===== src/rtl/register_bank_pipe_if.sv =====
//------------------------------------------------------------------------------
// Module      : register_bank_pipe_if
// Description : Valid/ready handshake bundle for the register bank pipeline:
//               an upstream (in_*) side and a downstream (out_*) side.
// Revision    : 1.0 - initial release
//------------------------------------------------------------------------------
`default_nettype none

interface register_bank_pipe_if #(
  parameter int WIDTH    = 5,
  parameter int CHANNELS = 4
);
  localparam int BUS_W = WIDTH * CHANNELS;

  logic             in_valid;
  logic             in_ready;
  logic [BUS_W-1:0] in_data;
  logic             out_valid;
  logic             out_ready;
  logic [BUS_W-1:0] out_data;

  // Master drives the upstream word and the downstream ready.
  modport master (
    output in_valid, in_data, out_ready,
    input  in_ready, out_valid, out_data
  );

  modport slave (
    input  in_valid, in_data, out_ready,
    output in_ready, out_valid, out_data
  );
endinterface

`default_nettype wire


===== src/rtl/register_bank_pipe.sv =====
//------------------------------------------------------------------------------
// Module      : register_bank_pipe
// Description : CHANNELS x WIDTH register bank carried through a DEPTH-stage
//               elastic, flushable, back-pressured pipeline.
//               Optional feature macro: REG_BANK_OCC_EN (occupancy port).
// Revision    : 1.0 - initial release
//------------------------------------------------------------------------------
`default_nettype none

module register_bank_pipe #(
  parameter int WIDTH    = 5,
  parameter int CHANNELS = 4,
  parameter int DEPTH    = 2
) (
  input  wire logic              clk,
  input  wire logic              rst,
  input  wire logic              en,
  input  wire logic              flush,
  register_bank_pipe_if.slave    bus
`ifdef REG_BANK_OCC_EN
  ,
  output logic [$clog2(DEPTH+1)-1:0] occupancy
`endif
);

  localparam int BUS_W = WIDTH * CHANNELS;

  logic [DEPTH-1:0]            v_q, v_d;
  logic [DEPTH-1:0][BUS_W-1:0] d_q, d_d;
  logic [DEPTH-1:0]            rdy;
  logic [DEPTH-1:0]            up_v;
  logic [DEPTH-1:0][BUS_W-1:0] up_d;
  logic                        rdy_run;

  // A stage can load when anything at or downstream of it can make room.
  always_comb begin
    rdy_run = bus.out_ready;
    rdy     = '0;
    for (int i = DEPTH - 1; i >= 0; i--) begin
      rdy_run = rdy_run | ~v_q[i];
      rdy[i]  = rdy_run;
    end
  end

  always_comb begin
    up_v    = '0;
    up_d    = '0;
    up_v[0] = bus.in_valid;
    up_d[0] = bus.in_data;
    for (int i = 1; i < DEPTH; i++) begin
      up_v[i] = v_q[i-1];
      up_d[i] = d_q[i-1];
    end
  end

  always_comb begin
    v_d = v_q;
    d_d = d_q;
    if (en) begin
      if (flush) begin
        v_d = '0;
      end else begin
        for (int i = 0; i < DEPTH; i++) begin
          if (rdy[i]) begin
            v_d[i] = up_v[i];
            if (up_v[i]) begin
              d_d[i] = up_d[i];
            end
          end
        end
      end
    end
  end

  always_ff @(posedge clk) begin
    if (!rst) begin
      v_q <= '0;
      d_q <= '0;
    end else begin
      v_q <= v_d;
      d_q <= d_d;
    end
  end

  assign bus.in_ready  = rst & en & ~flush & rdy[0];
  assign bus.out_valid = rst & en & v_q[DEPTH-1];
  assign bus.out_data  = rst ? d_q[DEPTH-1] : '0;

`ifdef REG_BANK_OCC_EN
  localparam int OCC_W = $clog2(DEPTH + 1);
  logic [OCC_W-1:0] occ_sum;

  // Occupancy follows the valid bits even while frozen by en.
  always_comb begin
    occ_sum = '0;
    for (int i = 0; i < DEPTH; i++) begin
      occ_sum = occ_sum + {{(OCC_W-1){1'b0}}, v_q[i]};
    end
  end

  assign occupancy = rst ? occ_sum : '0;
`endif

endmodule

`default_nettype wire


===== src/flat_wrapper.sv =====
// flat-port wrapper written by rule: the top's interface ports become plain ports
module register_bank_pipe_flat 
#(
  parameter int WIDTH    = 5,
  parameter int CHANNELS = 4,
  parameter int DEPTH    = 2
)
  (clk, rst, en, flush, bus_in_valid, bus_in_data, bus_out_ready, bus_in_ready, bus_out_valid, bus_out_data);
  register_bank_pipe_if #(.WIDTH(WIDTH), .CHANNELS(CHANNELS)) bus_i ();
  input  wire logic clk;
  input  wire logic rst;
  input  wire logic en;
  input  wire logic flush;
  input wire logic [$bits(bus_i.in_valid)-1:0] bus_in_valid;
  input wire logic [$bits(bus_i.in_data)-1:0] bus_in_data;
  input wire logic [$bits(bus_i.out_ready)-1:0] bus_out_ready;
  output wire logic [$bits(bus_i.in_ready)-1:0] bus_in_ready;
  output wire logic [$bits(bus_i.out_valid)-1:0] bus_out_valid;
  output wire logic [$bits(bus_i.out_data)-1:0] bus_out_data;
  assign bus_i.in_valid = bus_in_valid;
  assign bus_i.in_data = bus_in_data;
  assign bus_i.out_ready = bus_out_ready;
  assign bus_in_ready = bus_i.in_ready;
  assign bus_out_valid = bus_i.out_valid;
  assign bus_out_data = bus_i.out_data;
  register_bank_pipe #(.WIDTH(WIDTH), .CHANNELS(CHANNELS), .DEPTH(DEPTH)) u_core (.clk(clk), .rst(rst), .en(en), .flush(flush), .bus(bus_i));
endmodule

===== config.mk =====
export PLATFORM = sky130hd
export DESIGN_NAME = register_bank_pipe_flat
export DESIGN_NICKNAME = d
export VERILOG_FILES = /design/src/rtl/register_bank_pipe_if.sv /design/src/rtl/register_bank_pipe.sv /design/src/flat_wrapper.sv
export SDC_FILE = /design/constraint.sdc
export NUM_CORES = 1
export LEC_CHECK = 0
export CAP_MARGIN = 20
export CORE_MARGIN = 4
export CORE_UTILIZATION = 51
export DETAILED_ROUTE_END_ITERATION = 7
export PLACE_DENSITY = 0.91
export SETUP_SLACK_MARGIN = 0.15
export SLEW_MARGIN = 15
export SYNTH_ARGS = -nofsm -noshare
export SYNTH_HDL_FRONTEND = slang
export SYNTH_SLANG_ARGS = --single-unit

===== constraint.sdc =====
create_clock -name clk -period 2.55 [get_ports clk]
set_clock_uncertainty 0.15 [all_clocks]
set_input_delay 0.255 -clock clk [delete_from_list [all_inputs] [get_ports clk]]
set_output_delay 0.255 -clock clk [all_outputs]
set_load 0.05 [all_outputs]

Word-level counts from Yosys, hierarchy flattened
Index checks and enable logic that the tools add are counted.
{"block": "word_totals", "ff_bits": 42, "input_bits": 26, "out_inout_bits": 22, "elab_cells": 23}
{"block": "classes", "mux": 4, "bitwise": 9, "n_reduce_logical": 6}
{"operator": "2-to-1 mux 20 bit", "count": 1}
{"operator": "AND reduction 4 bit", "count": 2}
{"operator": "bitwise AND 1 bit", "count": 4}
{"operator": "AND reduction 2 bit", "count": 2}
{"operator": "nonzero test 2 bit", "count": 2}
{"operator": "inverter 1 bit", "count": 3}
{"operator": "2-to-1 mux 1 bit", "count": 2}
{"operator": "2-to-1 mux 2 bit", "count": 1}
{"operator": "bitwise OR 1 bit", "count": 2}

Logic depth before layout (Yosys ltp)
Gate-level depths: netlist of run 1.
{"block": "depth", "ltp_word": 5, "depth_mapped": 4, "ltp_nobuf": 3}

Worst setup path before layout of run 1
OpenSTA, ideal clock, no wires.
{"block": "synth_path", "path_kind": "flip-flop to output port", "start": "register u_core.v_q[1]", "end": "output port bus_in_ready", "t_arrival_ns": 2.932, "required_time_ns": 2.145, "path_slack_ns": -0.787, "path_stages_with_launch": 3, "n_path_buf": 0, "path_cell_list": "dfxtp_1 -> nor2b_4 -> a2111oi_0"}
{"block": "synth_between", "elab_chain_len": 4}
{"element": "start: declaration", "line_no": "register_bank_pipe.sv:28", "rtl": "logic [DEPTH-1:0] v_q, v_d;"}
{"element": "start signal: assignment", "line_no": "register_bank_pipe.sv:80", "rtl": "v_q <= v_d;"}
{"element": "inverter 1 bit", "line_no": "register_bank_pipe.sv:40", "rtl": "rdy_run = rdy_run | ~v_q[i];"}
{"element": "bitwise OR 1 bit (2 in a row)", "line_no": "register_bank_pipe.sv:40"}
{"element": "bitwise AND 1 bit", "line_no": "register_bank_pipe.sv:85", "rtl": "assign bus.in_ready = rst & en & ~flush & rdy[0];"}
{"element": "end: declaration", "line_no": "flat_wrapper.sv:17", "rtl": "output wire logic [$bits(bus_i.in_ready)-1:0] bus_in_ready;"}
No other way between the ends.

Worst setup path in the final report of run 1
{"block": "layout_path", "start": "input port en", "end": "output port bus_in_ready"}
{"block": "layout_between", "elab_chain_len": 3}
{"element": "start: declaration", "line_no": "flat_wrapper.sv:12", "rtl": "input wire logic en;"}
{"element": "bitwise AND 1 bit (3 in a row)", "line_no": "register_bank_pipe.sv:85"}
No other way between the ends.

==> flow_summary_export.csv, run 1 <==
group,metric,value,unit
floorplan,die_w,67.0,um
floorplan,design.portCount,48,
power,p_leak,1.07,nW
synthesis,synthesis.instances,188,
global_routing,grt_use_met1,18.0,%
global_routing,grt_pass1_wl,5.31,mm
floorplan,die_height,67.0,um
global_routing,global_route.usage.met2,27.2,%
layout,layout_commonest_cell,"nand2_1",
setup_path,end_kind,"output pin",
global_routing,groute.usage.overall,16.0,%
status,outcome,"finished, final reports clean",
timing,final-hold-violation-count,0,
place,place.gp.congestion,0.756,
layout,post_layout_nonfiller_instances,282,
detailed_routing,wire_per_inst,11.8,um
timing,final_max_slew_viol_count,0,
timing,fmax,0.489,GHz
clocking,h_tree_levels,2,
clocking,clock_tree.root_cell,"clkbuf_4",
place,detailed_place_hpwl,2.34,mm
clocking,post_cts_resized,0,
detailed_routing,detailedRoute.firstIterationViolations,51,
synthesis,yosysSeqAreaShare,47.3,%
clocking,hold_fix_buffer_count_after_cts,0,
floorplan,floorplan.die_area,4500,um^2
global_routing,via_count_of_the_first_global_routing_pass,1197,
power,power.density_cell_area,524,nW/um^2
layout,flow.area_growth_from_synthesis,28.9,%
clocking,max_root_sink_buffers,2,
timing,grt_setup_unrepaired,"no",
synthesis,synth_nets,214,
global_routing,grt_util_met3,5.90,%
job,cap_viol_max_count,0,
layout,fillCellCount,283,
detailed_routing,drtPass1Iterations,4,
synthesis,synth_seq_cells,42,
detailed_routing,total_wire_length,3.32,mm
timing,tightest_slew,457,ps
clocking,cts_inserted_buffers,5,
place,placement.cell_area,2210,um^2
setup_path,cp-start-kind,"input pin",
layout,n_antenna_cell,0,
floorplan,placement_rows,21,
detailed_routing,ant_nets,0,
clocking,tritoncts,"built",
setup_path,critical_path_arrival,1640,ps
floorplan,initial_core_util,52.9,%
setup_path,path_class,"in2out",
timing,setup_viol,0,
detailed_routing,num_vias,1321,
place,dpl_worst_slack,496,ps
layout,nNetsFinal,261,
layout,layout_common_cells,"61 x nand2_1, 42 x dfxtp_1, 40 x mux2i_1",
global_routing,grt_busiest_layer,"met2",
setup_path,critical_path.max_fanout,5,
place,place.detailed.instances,274,
clocking,tritoncts_num_sinks,42,
timing,worst_slew_margin_relative_to_its_limit,69.5,%
power,power.ir.vdd_worst,0.426,mV
timing,final_min_period_over_clock_period,80.2,%
clocking,path_clk_slew,120,ps
global_routing,globalRoute.totalOverflow,0,
timing,final.setup.tns,0,ps
layout,stdcell_area,2290,um^2
layout,share_of_post_route_cells_with_drive_strength_above_1,17.8,%
timing,final.min_clock_period,2050,ps
detailed_routing,post_drt_via_cell_ratio,4.68,
place,portBuffers,47,
clocking,worst_skew_pair.late_latency,360,ps
worst_hold_path,hold_path_class,"in2reg",
layout,postLayoutCoreUtil,68.2,%
synthesis,cell_area_after_synthesis,1780,um^2
clocking,setup_bufs_post_cts,0,
synthesis,synthDistinctLibCells,17,
synthesis,yosys_warnings,0,
floorplan,design.core.area,3360,um^2
global_routing,grt_antenna_before_repair,0,
synthesis,syn_avg_cell_area,9.46,um^2
timing,timing.final.ws_setup,504,ps
global_routing,grt_start_max_net_pins,35,
setup_path,cp_data_required_time,2140,ps
detailed_routing,drc_errors,0,
==> cells by family after synthesis <==
family / synth area share [%]
flops: 47.3
compound gates: 2.53
buf+inv: 10.8
mux: 22.5
simple gates: 16.9
==> critical path, cell delays in order <==
cell	delay (ps)
clkdlybuf4s50_1	590
inv_1	100
a2111oi_2	490
buf_12	200
==> Yosys cell counts, drive strengths merged <==
cell type | n | area share (%)
clkbuf | 5 | 1.1
nor3b | 1 | 0.42
dfxtp | 42 | 47
mux2i | 40 | 23
inv | 22 | 4.6
a2111oi | 1 | 0.49
nor2 | 1 | 0.63
a21oi | 3 | 1.5
nor2b | 1 | 0.77
o21ai | 2 | 0.56
and3 | 1 | 0.42
nand3b | 2 | 1.8
nand2 | 61 | 13
buf | 6 | 5.1
==> power breakdown <==
part | leakage [nW] | internal [mW] | switching [mW]
clock | 0.0456 | 0.208 | 0.214
combinational | 0.682 | 0.0577 | 0.0486
sequential | 0.340 | 0.668 | 0.00403
==> registers in the layout (all words and copies together), names as in the netlist <==
register	cells
u_core.d_q	40
u_core.v_q	2
==> through the flow <==
| step | total power [mW] | hold slack (ps) |
|---|---|---|
| 2_1_floorplan | 0.744 | 247 |
| 3_3_place_gp | 0.791 | 303 |
| 3_5_place_dp | 0.793 | 306 |
| 4_1_cts | 1.21 | 40.0 |
| 5_1_grt | 1.26 | 69.3 |
| 6_report | 1.20 | 54.2 |
==> cell type report <==
class	count	area [um^2]	share of cell area, %
Sequential cell	42	841	36.7
Multi-Input combinational cell	113	752	32.8
Timing Repair Buffer	51	478	20.9
Inverter	22	82.6	3.60
Tap cell	46	57.6	2.51
Clock inverter	3	43.8	1.91
Clock buffer	5	37.5	1.64
==> layer usage <==
metal / part of all wire (%) / wire length, um
met5: 0 / 0
met4: 1.5 / 50
met3: 6.7 / 221
met2: 48 / 1600
met1: 44 / 1450
==> worst paths after layout <==
kind	start	endpoint	slack, ps	cells past startpoint
worst min register to register	u_core.d_q[32]	u_core.d_q[32]	320	2
worst min-delay path	rst	u_core.v_q[0]	50	3
worst max register to register	u_core.v_q[0]	u_core.d_q[24]	970	4
worst max-delay path	en	bus_in_ready	500	4
No activity file was read; power rests on OpenSTA's default activity.
==> run 2, diff against run 1 <==
--- a/config.mk
+++ b/config.mk
@@ -7,9 +7,9 @@
 export LEC_CHECK = 0
 export CAP_MARGIN = 20
 export CORE_MARGIN = 4
-export CORE_UTILIZATION = 51
+export CORE_UTILIZATION = 47
 export DETAILED_ROUTE_END_ITERATION = 7
-export PLACE_DENSITY = 0.91
+export PLACE_DENSITY = 0.85
 export SETUP_SLACK_MARGIN = 0.15
 export SLEW_MARGIN = 15
 export SYNTH_ARGS = -nofsm -noshare
==> constraint.sdc (replaced) <==
create_clock -name clk -period 1.9 [get_ports clk]
set_clock_uncertainty 0.15 [all_clocks]
set_input_delay 0.19 -clock clk [delete_from_list [all_inputs] [get_ports clk]]
set_output_delay 0.19 -clock clk [all_outputs]
set_load 0.05 [all_outputs]
==> run 2 against run 1 <==
  * Final cell count rose by 1.1%
  * Power rose by 44%
  * First-iteration DRC count increased by 67%
  * Sequential share of layout area shrank 4.5 points
  * Die area rose by 7.5%
  * Critical path depth unchanged
  * Count of clock-buffer cells in the layout is 2 higher
  * Global-route usage down 0.14 points
  * Clock power is 60% higher
  * Highest routed layer unchanged
==> flow_summary_export.csv, run 2 (synthesis gave the netlist of run 1 again) <==
group,metric,value,unit
setup_path,critical-path-max-stage-delay,540,ps
layout,n_antenna_cell,0,
setup_path,critical_path.max_fanout,3,
setup_path,timing.critical_path.depth,4,
layout,flip_flop_count_of_the_largest_register_all_copies_and_words_added,40,
timing,grt_setup_unrepaired,"yes",
detailed_routing,detailedRoute.firstIterationViolations,85,
timing,final.setup.tns,0,ps
setup_path,path_cells,"clkdlybuf4s50_1 > nor2b_4 > a2111oi_4 > buf_12",
clocking,cts_inserted_buffers,5,
detailed_routing,drtPass1Iterations,4,
detailed_routing,total_wire_length,3.40,mm
setup_path,cp-startpoint,"bus_out_ready",
timing,final_min_period_over_clock_period,90.6,%
clocking,tritoncts_num_sinks,42,
worst_hold_path,startpoint_of_the_worst_hold_path,"rst",
floorplan,placement_rows,22,
setup_path,reg2reg_setup_slack,540,ps
layout,stdcell_area,2620,um^2
floorplan,floorplan.die_area,4830,um^2
global_routing,grt_antenna_before_repair,0,
global_routing,groute.usage.overall,15.9,%
layout,nNetsFinal,262,
layout,reg.largest.list,"u_core.d_q (40), u_core.v_q (2)",
place,placement.cell_area,2510,um^2
layout,postLayoutCoreUtil,71.4,%
clocking,clock_tree.root_cell,"clkbuf_8",
setup_path,end_kind,"output pin",
floorplan,die_height,69.5,um
setup_path,worst_r2r_path_cells,4,
setup_path,crit_path_end,"bus_in_ready",
detailed_routing,ant_nets,0,
setup_path,critPathBufInv,2,
timing,tightest_slew,343,ps
detailed_routing,num_vias,1330,
setup_path,critical_path.slowest_cell,"clkdlybuf4s50_1",
setup_path,crit-reg2reg-capture,"u_core.d_q[20]",
power,p_leak,1.14,nW
timing,fmax,0.581,GHz
clocking,path_clk_slew,70,ps
detailed_routing,wire_per_inst,11.9,um
floorplan,design.core.area,3660,um^2
setup_path,reg2reg_from,"u_core.v_q[0]",
power,power.ir.vdd_worst,0.405,mV
place,detailed_place_hpwl,2.47,mm
setup_path,cp_data_required_time,1560,ps
global_routing,via_count_of_the_first_global_routing_pass,1381,
setup_path,critPathTopFamily,"buffers and inverters",
global_routing,globalRoute.totalOverflow,0,
clocking,h_tree_levels,2,
timing,final-hold-violation-count,0,
layout,share_of_post_route_cells_with_drive_strength_above_1,17.3,%
layout,layout_common_cells,"61 x nand2_1, 42 x dfxtp_1, 40 x mux2i_1",
layout,flow.area_growth_from_synthesis,47.1,%
status,outcome,"finished, final reports clean",
place,place.gp.congestion,0.823,
layout,regMostFlops,"u_core.d_q",
setup_path,critical_path_arrival,1380,ps
global_routing,grt_start_max_net_pins,38,
setup_path,cp-start-kind,"input pin",
detailed_routing,post_drt_via_cell_ratio,4.67,
detailed_routing,drc_errors,0,
floorplan,die_w,69.5,um
place,portBuffers,47,
timing,setup_viol,0,
clocking,post_cts_resized,0,
clocking,setup_bufs_post_cts,0,
clocking,max_root_sink_buffers,2,
layout,layout_commonest_cell,"nand2_1",
floorplan,design.portCount,48,
setup_path,path_class,"in2out",
timing,final_max_slew_viol_count,0,
power,power.density_cell_area,662,nW/um^2
layout,fillCellCount,277,
timing,final.min_clock_period,1720,ps
clocking,worst_skew_pair.late_latency,290,ps
worst_hold_path,hold_path_class,"in2reg",
clocking,tritoncts,"built",
floorplan,initial_core_util,48.6,%
global_routing,grt_pass1_wl,6.16,mm
job,cap_viol_max_count,0,
timing,fin_worst_hold_slack,218,ps
timing,worst_slew_margin_relative_to_its_limit,77.1,%
[run 2: changes by cell type in the layout (fill, tap and decap cells not counted), sizes merged]
cell and delta:
buf +1, clkbuf +2, clkinv -1, inv -1
[run 2: stage by stage]
| stage | instances | setup slack (ps) | total power [mW] |
|---|---|---|---|
| floorplan | 188 | 356 | 1.00 |
| finish | 285 | 178 | 1.73 |
| global placement | 277 | 170 | 1.07 |
| global route | 285 | 106 | 1.80 |
| CTS | 285 | 164 | 1.75 |
| detailed placement | 277 | 120 | 1.08 |
[run 2: per-layer routing]
metal | up-vias | wire length (um) | global-route usage [%]
met2 | 37 | 1630 | 26.4
met1 | 597 | 1500 | 18.2
met5 | - | 0 | 0
met4 | 0 | 81 | 8.46
li1 | 688 | - | -
met3 | 8 | 192 | 4.78
[run 2: power by group]
group	leakage (nW)	total, mW	switching, mW	internal, mW
sequential	0.340	0.902	0.00581	0.896
clock	0.0524	0.676	0.283	0.393
combinational	0.749	0.154	0.0685	0.0854
total	1.14	1.73	0.357	1.37
[run 2: cell type report]
class | count | area, um^2 | area share (%)
clock buffers | 7 | 76.3 | 2.92
clock inverters | 1 | 30.0 | 1.15
inverters | 22 | 82.6 | 3.16
multi-input cells | 113 | 764 | 29.2
flip-flops and latches | 42 | 841 | 32.2
well taps | 48 | 60.1 | 2.30
repair buffers | 52 | 761 | 29.1
[run 2: worst min path at each step]
stage,endpoint,slack [ps],cells past startpoint
2_1_floorplan,u_core.d_q[0],180,2
3_3_place_gp,u_core.d_q[33],300,2
3_5_place_dp,u_core.d_q[34],310,2
4_1_cts,u_core.d_q[3],200,4
5_1_grt,u_core.d_q[4],220,4
6_report,u_core.d_q[3],220,4
[run 2: timing repair]
item | CTS | global route
endpoints found under the setup margin | 1 | 1
hold buffers | 0 | 0
pin swaps | 1 | 0
[run 2: worst min-delay path, stage by stage]
cell and delay (ps):
buf_2 120, buf_12 160, nand2_1 70, mux2i_1 50
==> run 3, diff against run 2 <==
--- a/config.mk
+++ b/config.mk
@@ -15,3 +15,4 @@
 export SYNTH_ARGS = -nofsm -noshare
 export SYNTH_HDL_FRONTEND = slang
 export SYNTH_SLANG_ARGS = --single-unit
+export TNS_END_PERCENT = 1
==> results of run 3 <==
Final layout, timing and power as in run 2 (identical DEF).
